==> config.mk <==
export PLATFORM = sky130hd
export DESIGN_NAME = pc_sequencer
export DESIGN_NICKNAME = d
export VERILOG_FILES = /design/src/rtl/pc_seq_pkg.sv /design/src/rtl/ret_stack.sv /design/src/rtl/pc_sequencer.sv
export SDC_FILE = /design/constraint.sdc
export NUM_CORES = 1
export LEC_CHECK = 0
export CORE_MARGIN = 2
export CORE_UTILIZATION = 40
export CTS_CLUSTER_DIAMETER = 80
export DETAILED_ROUTE_END_ITERATION = 8
export PLACE_DENSITY = 0.72
export SYNTH_ARGS = -nofsm -noshare
export SYNTH_HDL_FRONTEND = slang
export SYNTH_SLANG_ARGS = --single-unit
==> constraint.sdc <==
create_clock -name clk -period 6.61 [get_ports clk]
set_input_delay 0.661 -clock clk [delete_from_list [all_inputs] [get_ports clk]]
set_output_delay 0.661 -clock clk [all_outputs]
set_load 0.02 [all_outputs]
==> src/rtl/pc_seq_pkg.sv <==
// Shared types for the program sequencer: FSM state and next-PC source select.
package pc_seq_pkg;

    typedef enum logic [1:0] {
        SEQ_IDLE  = 2'd0,
        SEQ_RUN   = 2'd1,
        SEQ_DONE  = 2'd2,
        SEQ_FAULT = 2'd3
    } seq_state_t;

    typedef enum logic [2:0] {
        SEL_ABS  = 3'd0,
        SEL_CALL = 3'd1,
        SEL_RET  = 3'd2,
        SEL_REL  = 3'd3,
        SEL_INC  = 3'd4,
        SEL_HOLD = 3'd5
    } pc_sel_t;

endpackage

==> src/rtl/ret_stack.sv <==
// Return-address stack for call/ret. LIFO of SD entries, each D bits wide.
// Callers must not push when full or pop when empty; those cases are ignored here.
module ret_stack #(
    parameter int unsigned D  = 9,
    parameter int unsigned SD = 4
) (
    input  logic         clk,
    input  logic         reset,
    input  logic         push,
    input  logic         pop,
    input  logic         clear,
    input  logic [D-1:0] din,
    output logic         full,
    output logic         empty,
    output logic [D-1:0] top
);

    localparam int unsigned PW = $clog2(SD + 1);
    localparam int unsigned IW = (SD > 1) ? $clog2(SD) : 1;

    logic [PW-1:0] ptr_q;
    logic [PW-1:0] ptr_m1;
    logic [IW-1:0] wr_idx;
    logic [IW-1:0] rd_idx;
    logic [D-1:0]  mem [SD];

    assign full   = (ptr_q == PW'(SD));
    assign empty  = (ptr_q == '0);
    assign ptr_m1 = ptr_q - PW'(1);
    assign wr_idx = ptr_q[IW-1:0];
    assign rd_idx = ptr_m1[IW-1:0];
    // Top is only meaningful when not empty.
    assign top    = mem[rd_idx];

    // Occupancy pointer: clear wins, then push, then pop.
    always_ff @(posedge clk or posedge reset) begin
        if (reset) begin
            ptr_q <= '0;
        end else if (clear) begin
            ptr_q <= '0;
        end else if (push && !full) begin
            ptr_q <= ptr_q + PW'(1);
        end else if (pop && !empty) begin
            ptr_q <= ptr_m1;
        end
    end

    // Entry storage; contents above the pointer are don't-care, so no reset.
    always_ff @(posedge clk) begin
        if (!clear && push && !full) begin
            mem[wr_idx] <= din;
        end
    end

endmodule

==> src/rtl/pc_sequencer.sv <==
// Program sequencer: owns the PC, the start/done run handshake, call/return via
// ret_stack, and a saturating count of non-stalled RUN cycles.
module pc_sequencer
    import pc_seq_pkg::*;
#(
    parameter int unsigned D          = 9,
    parameter int unsigned HALT_ADDR  = 128,
    parameter int unsigned START_ADDR = 0,
    parameter int unsigned SD         = 4,
    parameter int unsigned CW         = 16
) (
    input  logic          clk,
    input  logic          reset,
    input  logic          req,
    input  logic          stall,
    input  logic          absjump_en,
    input  logic          reljump_en,
    input  logic          call_en,
    input  logic          ret_en,
    input  logic [D-1:0]  target,
    output logic [D-1:0]  prog_ctr,
    output logic          busy,
    output logic          done,
    output logic          fault,
    output logic [CW-1:0] cycle_cnt
);

    localparam logic [D-1:0] HALT_PC  = D'(HALT_ADDR);
    localparam logic [D-1:0] START_PC = D'(START_ADDR);

    seq_state_t    state_q, state_d;
    pc_sel_t       sel;
    logic [D-1:0]  pc_q, pc_d;
    logic [CW-1:0] cnt_q, cnt_d;

    logic          start;
    logic          active;
    logic          at_halt;
    logic          stk_full, stk_empty;
    logic [D-1:0]  stk_top;
    logic          stk_push, stk_pop;
    logic          err;
    logic [D-1:0]  pc_inc;

    assign start   = (state_q != SEQ_RUN) && req;
    assign at_halt = (pc_q == HALT_PC);
    // A cycle that may advance the PC: running, not stalled, not parked on halt.
    assign active  = (state_q == SEQ_RUN) && !stall && !at_halt;
    assign pc_inc  = pc_q + D'(1);

    // Priority encoder: abs > call > ret > rel > increment.
    always_comb begin
        sel = SEL_HOLD;
        if (active) begin
            if (absjump_en)      sel = SEL_ABS;
            else if (call_en)    sel = SEL_CALL;
            else if (ret_en)     sel = SEL_RET;
            else if (reljump_en) sel = SEL_REL;
            else                 sel = SEL_INC;
        end
    end

    assign stk_push = (sel == SEL_CALL) && !stk_full;
    assign stk_pop  = (sel == SEL_RET) && !stk_empty;
    assign err      = ((sel == SEL_CALL) && stk_full) || ((sel == SEL_RET) && stk_empty);

    ret_stack #(
        .D  (D),
        .SD (SD)
    ) u_ret_stack (
        .clk   (clk),
        .reset (reset),
        .push  (stk_push),
        .pop   (stk_pop),
        .clear (start),
        .din   (pc_inc),
        .full  (stk_full),
        .empty (stk_empty),
        .top   (stk_top)
    );

    // Next PC; faulting call/ret leave the PC where it is.
    always_comb begin
        pc_d = pc_q;
        unique case (sel)
            SEL_ABS:  pc_d = target;
            SEL_CALL: pc_d = stk_full ? pc_q : target;
            SEL_RET:  pc_d = stk_empty ? pc_q : stk_top;
            SEL_REL:  pc_d = pc_q + target;
            SEL_INC:  pc_d = pc_inc;
            default:  pc_d = pc_q;
        endcase
        if (start) pc_d = START_PC;
    end

    // Run FSM next state.
    always_comb begin
        state_d = state_q;
        unique case (state_q)
            SEQ_RUN: begin
                if (!stall) begin
                    if (at_halt)  state_d = SEQ_DONE;
                    else if (err) state_d = SEQ_FAULT;
                end
            end
            default: begin
                if (req) state_d = SEQ_RUN;
            end
        endcase
    end

    // Saturating cycle counter, restarted at each run start.
    always_comb begin
        cnt_d = cnt_q;
        if (start) begin
            cnt_d = '0;
        end else if (active && (cnt_q != '1)) begin
            cnt_d = cnt_q + CW'(1);
        end
    end

    // State, PC and counter registers.
    always_ff @(posedge clk or posedge reset) begin
        if (reset) begin
            state_q <= SEQ_IDLE;
            pc_q    <= '0;
            cnt_q   <= '0;
        end else begin
            state_q <= state_d;
            pc_q    <= pc_d;
            cnt_q   <= cnt_d;
        end
    end

    assign prog_ctr  = pc_q;
    assign cycle_cnt = cnt_q;
    assign busy      = (state_q == SEQ_RUN);
    assign done      = (state_q == SEQ_DONE);
    assign fault     = (state_q == SEQ_FAULT);

endmodule

* Word-level counts from Yosys, hierarchy flattened *
Memories as Yosys holds them, arrays and structs flattened.
Cells that the tools add are included.

storage, ports and cells
  register bits after elaboration = 30
  RAM bits = 36
  input bits = 17
  output and inout port bits = 28
  logic and storage cells = 72
  memories = 1

cells by class
  $add $sub $neg = 5
  equal/unequal tests = 15
  muxes and demuxes = 21
  reductions and logical operators = 26

memory list
  name             depth  bits a word  rd ports  clocked after memory_dff  write ports  RTL line         RTL
  u_ret_stack.mem  4      9            1         0                         1            ret_stack.sv:25  logic [D-1:0] mem [SD];

operators by type and width
  cell                                                                     number
  9-bit one-hot mux with 5 select lines                                    1
  16-bit two-way mux                                                       2
  9-bit two-way mux                                                        3
  3-bit two-way mux                                                        8
  16-bit by 1-bit adder with 16-bit output, second input constant          1
  16-bit inequality test, second input constant                            1
  1-bit logical AND                                                        12
  2-bit two-way mux                                                        5
  9-bit by 1-bit adder with 9-bit output, second input constant            1
  9-bit adder                                                              1
  9-bit by 8-bit == test with 1-bit output, second input constant          1
  3-bit by 2-bit == test with 1-bit output, second input constant          2
  3-bit == test, second input constant                                     2
  3-bit zero test                                                          2
  3-bit by 2-bit inequality test with 1-bit output, second input constant  2
  3-bit AND reduction                                                      2
  6-bit nonzero test                                                       1
  1-bit zero test                                                          5
  2-bit == test, second input constant                                     2
  2-bit nonzero test                                                       2
  3-bit by 1-bit adder with 3-bit output, second input constant            1
  3-bit by 1-bit == test with 1-bit output, second input constant          1
  3-bit by 1-bit inequality test with 1-bit output, second input constant  1
  3-bit nonzero test                                                       1
  6 further kinds                                                          7

* Depth between registers and ports, before layout *
  depth in word-level cells = 12
  gate-level depth with buffers = 11
  gate-level depth less buffers = 9

* By module *
Synthesis repeated with hierarchy kept, for this count alone.

second synthesis, totals
  cells, all modules = 328
  area total of the unflattened synthesis = 3,792.4 um^2

by module, submodules not included
  module        instances  cells each  area each (um^2)  seq. area each (um^2)
  pc_sequencer  1          246         2,165.8           675.6
  ret_stack     1          82          1,626.6           1,156.1

* Worst setup path before layout *
Ideal clock, no wire load.

  kind = flip-flop to flip-flop
  from = register u_ret_stack.ptr_q[0]
  to = register pc_q[4], in the netlist prog_ctr[4]
  library setup time = 0.120 ns
  arrival = 2.302 ns
  data required time = 6.490 ns
  setup slack = 4.188 ns
  cell stages (with the launch flop) = 10
  path buffers = 2
  clock period less this slack = 2.422 ns
  path through = dfrtp_1 > buf_2 > inv_1 > ha_1 > clkbuf_1 > mux4_2 > a22oi_1 > a21boi_0 > a21oi_1 > a31o_2

on the way
  word-level cells in the longest chain between the ends = 5
  elaborated cells on any way between the ends = 10
  classes of those cells = add/sub (1); eq/ne (3); mux (3); reduce/logical (2); memory (1)

RTL lines
  element                                      RTL line             RTL
  start, declared                              ret_stack.sv:21      logic [PW-1:0] ptr_q;
  start signal, assigned                       ret_stack.sv:42      ptr_q <= ptr_q + PW'(1);
  start signal, assigned                       ret_stack.sv:44      ptr_q <= ptr_m1;
  3-bit by 1-bit subtractor with 3-bit output  ret_stack.sv:29      assign ptr_m1 = ptr_q - PW'(1);
  memory 4 x 9 bit                             n/a
  9-bit two-way mux                            pc_sequencer.sv:88   SEL_RET: pc_d = stk_empty ? pc_q : stk_top;
  9-bit one-hot mux with 5 select lines        pc_sequencer.sv:85   unique case (sel)
  9-bit two-way mux                            pc_sequencer.sv:93   if (start) pc_d = START_PC;
  end signal, assigned                         pc_sequencer.sv:130  pc_q <= pc_d;
  end, declared                                pc_sequencer.sv:33   logic [D-1:0] pc_q, pc_d;

Parallel ways exist; a longest one is shown, timed or not. The select of a mux whose other input is x is not followed.
A chain may end at the register's enable or synchronous reset.

* Worst setup path in the final report *
Ends and elaborated chain as after synthesis.

==> results.sh <==
export IMPL_drt_initial_drc_count=133
export IMPL_aggregate_negative_setup_slack_ns=0
export IMPL_synth_seq_area_share_pct=49.8
export IMPL_finalPower_mw=1.61
export IMPL_drive_gt1_share_pct=10.9
export IMPL_detail_route_drc_violations=0
export IMPL_finish_net_count=407
export IMPL_die_w_um=99.9
export IMPL_tritoncts_num_sinks=66
export IMPL_p_per_area_mw_per_mm2=364
export IMPL_insertedDiodeCount=0
export IMPL_worstMarginPinSlew_ns=0.881
export IMPL_critical_path_startpoint_type="register"
export IMPL_io_pins=45
export IMPL_synth_net_count=359
export IMPL_grt_start_max_net_pins=31
export IMPL_dr_pass1_iters=4
export IMPL_report_final_hold_viol_count=0
export IMPL_number_of_antenna_violations_at_the_first_check_in_global_routing=0
export IMPL_yosys_cell_types_count=59
export IMPL_die_area_mm2=0.00998
export IMPL_grt_pass1_wl_um=13800
export IMPL_path_class="register to register"
export IMPL_peakVddDrop_mv=0.168
export IMPL_synth_edf_count=36
export IMPL_critPathMaxFanout=12
export IMPL_antenna_left=0
export IMPL_synth_area_mm2=0.00368
export IMPL_combPwrFrac_pct=40.0
export IMPL_avgViaCountPerCell=5.65
export IMPL_crit_arrival_ns=3.03
export IMPL_gr_total_overflow=0
export IMPL_portBuffers=44
export IMPL_place_gp_congestion=0.895
export IMPL_max_cap_viol_count=0
export IMPL_clock_skew_ns=0.0115
export IMPL_routed_wl_um=8300
export IMPL_end_kind="register"
export IMPL_start_util_pct=41.8
export IMPL_die_height_um=99.9
export IMPL_gr_usage_all_layers_pct=17.6
export IMPL_sequentialPowerShare_pct=38.5
export IMPL_yosys_warnings=0
export IMPL_finalSetupViolations=0
export IMPL_placement_setup_worst_slack_ns=3.63
export IMPL_p_int_mw=1.00
export IMPL_report_final_slew_viol_count=0
export IMPL_setup_ws_ns=3.82
export IMPL_worst_hold_margin_ns=0.529
export IMPL_fmaxAchievable_mhz=359
export IMPL_cts_hold_buffers_added=0
export IMPL_floorplan_rows=34
export IMPL_clock_tree_buffer_depth=2
export IMPL_part_of_the_cycle_the_worst_path_needs_pct=42.1
export IMPL_clkPwrFrac_pct=21.5
export IMPL_period_minus_ws_final_ns=2.79
export IMPL_cts_tree="built"
export IMPL_area_growth_synth_to_finish_pct=20.1
export IMPL_detailed_place_hpwl_um=6030
export IMPL_max_stage_delay_ns=0.77
export IMPL_postSynthCellCount=324
export IMPL_layout_commonest_cell="sky130_fd_sc_hd__clkdlybuf4s50_1"
export IMPL_p_switching_mw=0.607
export IMPL_post_cts_buffers=0
export IMPL_routed_via_count=2739
export IMPL_rsz0062_at_grt="false"
export IMPL_cts_clk_slew_worst_paths_ns=0.08
export IMPL_cp_data_required_time_ns=6.85
export IMPL_dominantRegCellSynth="sky130_fd_sc_hd__edfxtp_1"
export IMPL_synth_ff_latch_count=66
export IMPL_crit_path_cell_trace="inv_1, ha_1, mux4_2, a22oi_1, a21boi_0, a21oi_1, a31o_2"
export IMPL_cts_repair_resize_count=0
export IMPL_insertion_delay_ns=0.34
export IMPL_critPathSlowestCell="sky130_fd_sc_hd__dfrtp_1"
export IMPL_wl_per_cell_um=17.1
export IMPL_most_common_layout_cells="44 x sky130_fd_sc_hd__clkdlybuf4s50_1, 36 x sky130_fd_sc_hd__edfxtp_1, 30 x sky130_fd_sc_hd__dfrtp_1"
export IMPL_fp_coreArea_mm2=0.00881
export IMPL_swShare_pct=37.8
export IMPL_power_static_leakage_nw=1.69
export IMPL_grt_pass1_vias=2852
export IMPL_avgSynthCellArea_um2=11.4
export IMPL_cts_root_buffer_cell="sky130_fd_sc_hd__clkbuf_8"
export IMPL_relSlewSlack_pct=40.5
export IMPL_holdCritPathClass="register to register"
export IMPL_outcome="complete, no violations"
export IMPL_htree_num_levels=3
export IMPL_n_fill_cell=793
export IMPL_cts_buffers_inserted=9
export IMPL_postSynth_asyncResetShare_pct=45.5
-- logic make-up after synthesis --
kind of cell,count (synthesis),share of synthesized area [%]
AOI/OAI and AO/OA,71,13.5
muxes,11,6.05
and+or+nand+nor,113,16.1
adders and majority gates,18,6.33
buffers and inverters,22,2.79
DFF,66,49.8
xor gates and xnor gates,23,5.48
-- path summary, 6_finish.rpt --
check	from	endpoint	slack (ns)	depth (start not counted)
worst max-delay path	u_ret_stack.ptr_q[0]$_DFFE_PP0P_	prog_ctr[4]$_DFFE_PP0P_	3.82	7
worst min-delay path	cycle_cnt[4]$_DFFE_PP0P_	cycle_cnt[4]$_DFFE_PP0P_	0.53	1
worst max register to register	u_ret_stack.ptr_q[0]$_DFFE_PP0P_	prog_ctr[4]$_DFFE_PP0P_	3.82	7
worst min register to register	cycle_cnt[4]$_DFFE_PP0P_	cycle_cnt[4]$_DFFE_PP0P_	0.53	1
max in group asynchronous	reset	u_ret_stack.ptr_q[0]$_DFFE_PP0P_	5.61	3
min in group asynchronous	reset	prog_ctr[2]$_DFFE_PP0P_	0.70	3
-- layer usage --
metal | GRT usage [%] | up-vias | share of wire (%)
met3 | 4.67 | 12 | 6.4
li1 | - | 1302 | -
met5 | 0 | - | 0
met1 | 22.4 | 1334 | 43
met2 | 29.5 | 91 | 49
met4 | 5.80 | 0 | 1.7
-- final cells by class --
class	count	area (µm²)	share of cell area (%)
flip-flops and latches	66	1830	41.5
multi-input cells	236	1740	39.5
repair buffers	46	455	10.3
well taps	108	135	3.06
clock buffers	9	124	2.80
clock inverters	7	78.8	1.78
inverters	13	48.8	1.10
-- critical path, delay by kind of cell, from the launching register on --
family	cells	cell delay (ns)
AOI/OAI and AO/OA	4	0.71
adders and majority gates	1	0.64
buffers and inverters	1	0.19
DFF	1	0.77
muxes	1	0.38
-- synth_stat cells, types with 3 or more instances --
library cell / n / area, µm²
sky130_fd_sc_hd__inv_1: 13 / 48.8
sky130_fd_sc_hd__mux4_2: 9 / 203
sky130_fd_sc_hd__clkbuf_1: 4 / 15.0
sky130_fd_sc_hd__a211oi_2: 3 / 37.5
sky130_fd_sc_hd__and2_1: 4 / 25.0
sky130_fd_sc_hd__and3_1: 3 / 18.8
sky130_fd_sc_hd__xor2_1: 13 / 114
sky130_fd_sc_hd__nand2_1: 18 / 67.6
sky130_fd_sc_hd__nor3_1: 8 / 40.0
sky130_fd_sc_hd__nor2b_1: 11 / 68.8
sky130_fd_sc_hd__o21ai_1: 4 / 20.0
sky130_fd_sc_hd__nor2_1: 27 / 101
sky130_fd_sc_hd__o21ai_0: 8 / 40.0
sky130_fd_sc_hd__xnor2_1: 10 / 87.6
sky130_fd_sc_hd__dfrtp_1: 30 / 751
sky130_fd_sc_hd__a21oi_1: 21 / 105
sky130_fd_sc_hd__o21a_1: 3 / 22.5
sky130_fd_sc_hd__a211oi_1: 3 / 22.5
sky130_fd_sc_hd__edfxtp_1: 36 / 1080
sky130_fd_sc_hd__nand3_1: 19 / 95.1
sky130_fd_sc_hd__nand2b_1: 3 / 18.8
sky130_fd_sc_hd__o22ai_1: 4 / 25.0
sky130_fd_sc_hd__ha_1: 17 / 213
sky130_fd_sc_hd__nand4_1: 8 / 50.1
sky130_fd_sc_hd__a22oi_1: 3 / 22.5
-- state kept, by name (all words and copies together) (netlist names) --
name               flops
cycle_cnt             16
u_ret_stack.mem       36
u_ret_stack.ptr_q      3
state_q                2
prog_ctr               9
-- power groups by stage --
stage	Combinational (mW)	Sequential, mW	Clock [mW]
finish	0.644	0.619	0.345
CTS	0.651	0.620	0.354
global route	0.706	0.632	0.369
detailed placement	0.649	0.628	0
global placement	0.631	0.625	0
floorplan	0.429	0.631	0
-- metrics by stage --
stage	cell area, µm²	util (%)	cells
after global routing	4420	50.2	485
final	4420	50.2	485
after CTS	4420	50.2	485
after global placement	4220	47.9	469
after detailed placement	4220	47.9	469
after floorplan	3680	-	324
No activity file was read; power rests on OpenSTA's default activity.
